==> src/rtl/pattern_tx.sv <==
// pattern_tx -- serializes a latched PAT_W-bit pattern MSB first, repeated
// repeat_cnt+1 times with GAP_LEN idle cycles between repetitions.
//
// Ports:
//   clk, rstn         clock, asynchronous active-low reset
//   start             begin a transmission (accepted in IDLE only)
//   pattern           pattern to send, MSB first
//   repeat_cnt        additional repetitions (total = repeat_cnt+1)
//   abort             cancel an active transmission (SHIFT/GAP only)
//   x, x_valid        serial bit and its qualifier
//   busy              FSM not in IDLE
//   done              one-cycle pulse after the last bit of the last repetition
//
// Optional feature macro: PATTERN_TX_PRBS_GAP_EN -- GAP cycles drive x from a
// 7-bit LFSR (x^7+x^6+1, seed 7'h01) instead of 0.
//
// All outputs are registered: each branch computes the values the outputs
// will carry in the state being entered.
module pattern_tx #(
  parameter int PAT_W   = 6,
  parameter int GAP_LEN = 2
) (
  input  logic             clk,
  input  logic             rstn,
  input  logic             start,
  input  logic [PAT_W-1:0] pattern,
  input  logic [3:0]       repeat_cnt,
  input  logic             abort,
  output logic             x,
  output logic             x_valid,
  output logic             busy,
  output logic             done
);

  localparam int             CW       = $clog2(PAT_W + 1);
  localparam logic [CW-1:0]  LAST_BIT = CW'(PAT_W);
  localparam logic [3:0]     GAP_LAST = 4'(GAP_LEN);

  typedef enum logic [1:0] {IDLE, SHIFT, GAP, DONE} state_t;

  state_t           state;
  logic [PAT_W-1:0] pat_r;    // latched pattern, reloaded for each repetition
  logic [PAT_W-1:0] sh_r;     // remaining bits of the current repetition
  logic [3:0]       rep_r;    // repetitions still to send after the current one
  logic [CW-1:0]    bit_cnt;  // bits already placed on x in this repetition
  logic [3:0]       gap_cnt;  // gap cycles already placed on x
`ifdef PATTERN_TX_PRBS_GAP_EN
  logic [6:0]       lfsr;
`endif

  always_ff @(posedge clk or negedge rstn) begin
    if (!rstn) begin
      state   <= IDLE;
      pat_r   <= '0;
      sh_r    <= '0;
      rep_r   <= '0;
      bit_cnt <= '0;
      gap_cnt <= '0;
      x       <= 1'b0;
      x_valid <= 1'b0;
      busy    <= 1'b0;
      done    <= 1'b0;
`ifdef PATTERN_TX_PRBS_GAP_EN
      lfsr    <= 7'h01;
`endif
    end else begin
      case (state)
        IDLE: begin
          done <= 1'b0;
          // start beats a simultaneous abort here: abort only acts in SHIFT/GAP
          if (start) begin
            state   <= SHIFT;
            pat_r   <= pattern;
            rep_r   <= repeat_cnt;
            sh_r    <= {pattern[PAT_W-2:0], 1'b0};
            bit_cnt <= CW'(1);
            x       <= pattern[PAT_W-1];
            x_valid <= 1'b1;
            busy    <= 1'b1;
          end
        end

        SHIFT: begin
          if (abort) begin
            state   <= IDLE;
            x       <= 1'b0;
            x_valid <= 1'b0;
            busy    <= 1'b0;
          end else if (bit_cnt != LAST_BIT) begin
            x       <= sh_r[PAT_W-1];
            sh_r    <= {sh_r[PAT_W-2:0], 1'b0};
            bit_cnt <= bit_cnt + CW'(1);
          end else if (rep_r != 4'd0) begin
            rep_r <= rep_r - 4'd1;
            if (GAP_LEN > 0) begin
              state   <= GAP;
              gap_cnt <= 4'd1;
              x_valid <= 1'b0;
`ifdef PATTERN_TX_PRBS_GAP_EN
              x       <= lfsr[6];
              lfsr    <= {lfsr[5:0], lfsr[6] ^ lfsr[5]};
`else
              x       <= 1'b0;
`endif
            end else begin
              // back-to-back repetition: MSB follows the LSB with no bubble
              sh_r    <= {pat_r[PAT_W-2:0], 1'b0};
              bit_cnt <= CW'(1);
              x       <= pat_r[PAT_W-1];
            end
          end else begin
            state   <= DONE;
            x       <= 1'b0;
            x_valid <= 1'b0;
            done    <= 1'b1;
          end
        end

        GAP: begin
          if (abort) begin
            state   <= IDLE;
            x       <= 1'b0;
            x_valid <= 1'b0;
            busy    <= 1'b0;
          end else if (gap_cnt == GAP_LAST) begin
            state   <= SHIFT;
            sh_r    <= {pat_r[PAT_W-2:0], 1'b0};
            bit_cnt <= CW'(1);
            x       <= pat_r[PAT_W-1];
            x_valid <= 1'b1;
          end else begin
            gap_cnt <= gap_cnt + 4'd1;
`ifdef PATTERN_TX_PRBS_GAP_EN
            x       <= lfsr[6];
            lfsr    <= {lfsr[5:0], lfsr[6] ^ lfsr[5]};
`else
            x       <= 1'b0;
`endif
          end
        end

        DONE: begin
          state <= IDLE;
          done  <= 1'b0;
          busy  <= 1'b0;
        end

        default: begin
          state   <= IDLE;
          x       <= 1'b0;
          x_valid <= 1'b0;
          busy    <= 1'b0;
          done    <= 1'b0;
        end
      endcase
    end
  end

endmodule

==> config.mk <==
export PLATFORM = sky130hd
export DESIGN_NAME = pattern_tx
export DESIGN_NICKNAME = d
export VERILOG_FILES = /design/src/rtl/pattern_tx.sv
export SDC_FILE = /design/constraint.sdc
export NUM_CORES = 1
export LEC_CHECK = 0
export ABC_AREA = 1
export CAP_MARGIN = 15
export CORE_MARGIN = 2
export CORE_UTILIZATION = 56
export CTS_BUF_LIST = sky130_fd_sc_hd__clkbuf_8
export DETAILED_ROUTE_END_ITERATION = 7
export PLACE_DENSITY_LB_ADDON = 0.08
export REMOVE_ABC_BUFFERS = 1
export SETUP_SLACK_MARGIN = 0.1
export SYNTH_ARGS = -nofsm -noshare
export SYNTH_HDL_FRONTEND = slang
export SYNTH_SLANG_ARGS = --single-unit
==> constraint.sdc <==
create_clock -name clk -period 2.72 [get_ports clk]
set_clock_uncertainty 0.1 [all_clocks]
set_input_delay 0.544 -clock clk [delete_from_list [all_inputs] [get_ports clk]]
set_output_delay 0.544 -clock clk [all_outputs]
set_load 0.005 [all_outputs]
# == Word-level counts from Yosys, hierarchy flattened ==
# Cells that the tools add are included.
# word_totals
input_bits,14
word_cells,95
output_inout_bits,4
rom_bits,0
ram_bits,0
latchBits,0
mem_count,0
ff_bits,29
# op_classes
muxes,48
multipliers,0
n_addsub,3
eq_ne,17
div_mod_pow,0
n_bitwise,0
n_reduce_logical,17
shifts,0
order_cmp,0
# ops
op,n
$mux W4,9
$mux W6,5
$ne A2 B2 Y1 const B,9
$pmux W6 S3,1
$pmux W4 S2,2
$mux W1,15
$mux W3,5
$reduce_and A6 Y1,2
$mux W2,5
$ne A3 B3 Y1 const B,3
$pmux W1 S3,3
$pmux W3 S3,1
$pmux W2 S4,1
$reduce_and A4 Y1,2
$reduce_and A2 Y1,3
$reduce_bool A2 Y1,3
$reduce_and A5 Y1,1
$add A4 B1 Y4 const B,1
$eq A2 B2 Y1 const B,2
$eq A4 B2 Y1 const B,1
$reduce_bool A4 Y1,1
$reduce_or A2 Y1,2
$sub A4 B1 Y4 const B,1
$add A3 B1 Y3 const B,1
other kinds (6),6

# == Depth between registers and ports, before layout ==
# logic_depth
ltp_word,5
depth_mapped,10
depth_no_buf,10

# == Worst setup path after synthesis ==
# Ideal clock, no wire load.
# synth_path
kind,reg2reg
start,reg state[0]
end,reg done
path_slack_ps,1187
required_ps,2490
path_buffers,1
arrival_time_ps,1303
period_less_slack_ps,1533
setup_time_ps,130
path_stages_with_launch,9
cell_sequence,dfrtp_1 -> inv_1 -> ha_1 -> buf_2 -> inv_1 -> o21a_1 -> nand3_1 -> nand2_1 -> o21ai_0
# synth_via
elab_chain_cells,4
elab_cells_between_ends,10
classes_between,eq/ne: 5; mux: 1; reduce/logical: 4
# synth_lines
element,line,rtl
from (decl),41,state_t state;
from (signal assigned),53,state <= IDLE;
from (signal assigned),72,state <= SHIFT;
from (signal assigned),85,state <= IDLE;
$eq A2 B2 Y1 / $logic_not A2 Y1 (equally long branches),67,case (state)
$reduce_or A2 Y1 (no source line),-,
$reduce_bool A2 Y1 (no source line),-,
$reduce_and A4 Y1 (no source line),-,
to (signal assigned),62,done <= 1'b0;
to (signal assigned),69,done <= 1'b0;
to (signal assigned),115,done <= 1'b1;
to (decl),32,output logic done
# Parallel ways exist; a longest one is shown, timed or not.
# A chain may end at the register's enable or synchronous reset.

# == Worst setup path after layout ==
# layout_path
start,reg state[1]
end,reg rep_r[0]
# layout_via
elab_chain_cells,3
elab_cells_between_ends,9
classes_between,eq/ne: 5; mux: 1; reduce/logical: 3
# layout_lines
element,line,rtl
$eq A2 B1 Y1 / $logic_not A2 Y1 (equally long branches),67,
$ne A2 B2 Y1 (no source line) / $reduce_bool A2 Y1 (equally long branches),-,
$reduce_and A5 Y1 (no source line),-,
to (signal assigned),74,rep_r <= repeat_cnt;
to (signal assigned),94,rep_r <= rep_r - 4'd1;
to (decl),44,logic [3:0] rep_r;
# Parallel ways exist; a longest one is shown, timed or not.

==> summary.md <==
| Metric | Value |
|---|---|
| Outcome | complete, but fails checks |
| Violated checks | DRC |
| Logic pwr share | 55.4% |
| P_sw | 0.992 mW |
| TNS Setup | 0 ns |
| Worst path max stage delay | 0.41 ns |
| Worst r2r path cells | 10 |
| CTS buffer count | 3 |
| Die area | 3450 um^2 |
| # diodes | 0 |
| Clock Tree Buf Depth | 2 |
| M2 GR Usage | 40.3% |
| CP Cell Sequence | inv_1 -> ha_1 -> buf_4 -> nand2_1 -> nand2_1 -> inv_2 -> nand3_2 -> inv_2 -> nand2_1 -> nand2_1 |
| Initial antenna violation count | 0 |
| Layout cells sized above 1 | 8.79% |
| Initial Util | 59.8% |
| Most common cell on crit path | nand2_1 |
| Met1 Usage GRT | 27.6% |
| Syn avg cell area | 7.62 um^2 |
| Tmin final | 1.86 ns |
| Slew Viols, Final | 0 |
| GR Util met3 | 2.86% |
| Gr ovfl total | 0 |
| Die height | 58.7 um |
| DRC viols | 1 |
| IO Count | 18 |
| Switch share | 45.7% |
| CP Data Arrival Time | 1.94 ns |
| Top cells by area, synth | dfrtp_1, nand2_1, ha_1 |
| Synthesis-to-finish area growth | 14.8% |
| Fin. Hold Viols | 0 |
| PwrDens | 1130 nW/um^2 |
| First-pass GRT wire length | 5.89 mm |
| Worst VDD drop | 0.569 mV |
| GRT Max-Usage Layer | met2 |
| Clk Latency, worst-skew pair | 0.27 ns |
| Fillers | 243 |
| WHS Path Cells | 2 |
| Post-CTS Resized | 0 |
| CP max-delay cell | dfrtp_1 |
| Chip Width | 58.7 um |
| Slew margin rel. | 76.3% |
| RSZ-0062 raised after global routing | no |
| I/O Buffers | 17 |
| DRT Pass-1 Iters | 6 |
| Highest-count cells in the layout ignoring fill and taps | nand2_1, dfrtp_1, nand3_1 |
| Synth warn | 0 |
| Maxcap violations | 0 |
| CP Max Fanout | 8 |
| Register area | 701 um^2 |
| Hold Crit Class | flip-flop to flip-flop |
| Cell taking the most area after synthesis | dfrtp_1 |
| Distinct cells, synth | 24 |
| Antenna Violating Nets Remaining | 0 |
| Critical Path End Type | flip-flop |
| Vias in the first global route | 1420 |
| Seq pwr share | 34.2% |
| Top cell type's share of synthesized area | 41.8% |
| # nets final | 265 |
| Final Cycle Share | 68.5% |
| Sequential-to-total area share from yosys stat | 41.8% |
| DRT iter0 DRCs | 94 |
| Critical path class | flip-flop to flip-flop |
| Fin worst setup slack | 0.858 ns |
| CTS H-Tree Depth | 1 |
| Critical Path Source Type | flip-flop |
| DR vias/cell | 5.37 |
| Max Freq | 537 MHz |
| Number of placement rows | 19 |
| CTS root buffer | clkbuf_8 |
| #FFs+latches synth | 28 |
| Clk network pwr share | 10.4% |
| Gpl congestion | 0.833 |
| # setup viols final | 0 |
| Drt wl/cell | 12.7 um |
| Commonest non-fill, non-tap cell in the layout | nand2_1 |
| TritonCTS clock tree | built |
| Core Area | 2810 um^2 |
| Static leakage | 0.981 nW |
| Final Routed Wirelength | 3.42 mm |
| Setup bufs post-CTS | 0 |
| Cts-stage hold buffer count | 0 |
| Tightest Pin Transition | 0.356 ns |
| Worst slack at placement | 0.668 ns |
| All-Layer GR Usage | 22.3% |
| Worst Path Required | 2.79 ns |
| Multi-input gate area | 876 um^2 |
| Via count | 1451 |
| Post-Syn Area | 1680 um^2 |
| TritonCTS Sinks | 28 |
| Internal power | 1.18 mW |
| DP HPWL | 2.60 mm |
| Post-synthesis cell count | 220 |
| Largest net degree at the start of global routing | 29 |
| Clk slew on worst S/H paths | 0.09 ns |
## metrics by stage
stage                     total power [mW]  cells  utilization (%)  cell area (um^2)  hold slack [ns]
after floorplan                       1.61    217                -              1660            0.148
after global placement                1.90    267             67.1              1880            0.359
after detailed placement              1.95    267             67.1              1880            0.361
after CTS                             2.18    270             68.6              1920            0.383
after global routing                  2.39    270             68.6              1920            0.425
final                                 2.17    270             68.6              1920            0.384
## kinds of logic after synthesis
group / after synthesis / share of synthesized area, %
xor+xnor: 2 / 1.04
fa+ha+maj: 10 / 7.46
buf+inv: 25 / 5.97
compound gates: 29 / 8.95
simple gates: 122 / 32.1
flops: 28 / 41.8
mux: 4 / 2.69
## final timing paths
kind                                from       end  slack (ns)
worst max-delay path            state[1]  rep_r[0]        0.86
worst min-delay path             sh_r[2]   sh_r[2]        0.38
worst max register to register  state[1]  rep_r[0]        0.86
worst min register to register   sh_r[2]   sh_r[2]        0.38
max in group asynchronous           rstn  state[0]        1.72
min in group asynchronous           rstn  rep_r[1]        0.53
## state kept, by name, summed over array words and instances (netlist names)
name     flops
pat_r        6
sh_r         5
gap_cnt      4
rep_r        4
bit_cnt      3
state        2
busy         1
done         1
x            1
x_valid      1
## Yosys cell counts
library cell / instances
a21oi_1: 11
nand2_1: 77
buf_2: 2
xnor2_1: 1
o21ai_1: 5
buf_4: 1
dfrtp_1: 28
nor2_1: 16
nor2_8: 1
mux2_2: 4
xor2_1: 1
nand4_1: 2
inv_1: 17
or2_2: 1
a21boi_0: 1
nor2_4: 2
o21ai_0: 11
nand3_1: 20
ha_1: 10
inv_2: 5
o21a_1: 1
nand3_2: 1
nor2_2: 1
nand2_4: 1
## area by class of cell
| cell class | instances | area share, % |
|---|---|---|
| multi-input combinational | 167 | 45.5 |
| inverter | 22 | 4.29 |
| clock buffer | 3 | 2.15 |
| tap | 31 | 2.02 |
| timing repair buffer | 19 | 9.62 |
| sequential | 28 | 36.4 |
## power groups by stage
stage,Sequential [mW],Combinational (mW),Clock [mW]
3_3_place_gp,0.739,1.16,0
2_1_floorplan,0.714,0.897,0
5_1_grt,0.765,1.38,0.244
3_5_place_dp,0.747,1.20,0
6_report,0.741,1.20,0.226
4_1_cts,0.739,1.21,0.231
## worst max-delay path, delay by kind of cell, from the launching register on
| kind | cells | cell delay, ns |
|---|---|---|
| fa+ha+maj | 1 | 0.35 |
| buf+inv | 4 | 0.45 |
| flops | 1 | 0.41 |
| simple gates | 5 | 0.45 |
## metal layers
metal | vias up | share of wire [%]
met4 | 0 | 0.85
li1 | 743 | -
met2 | 21 | 51
met5 | - | 0
met3 | 4 | 2.6
met1 | 683 | 46
Power figures use the tool's default switching activity.
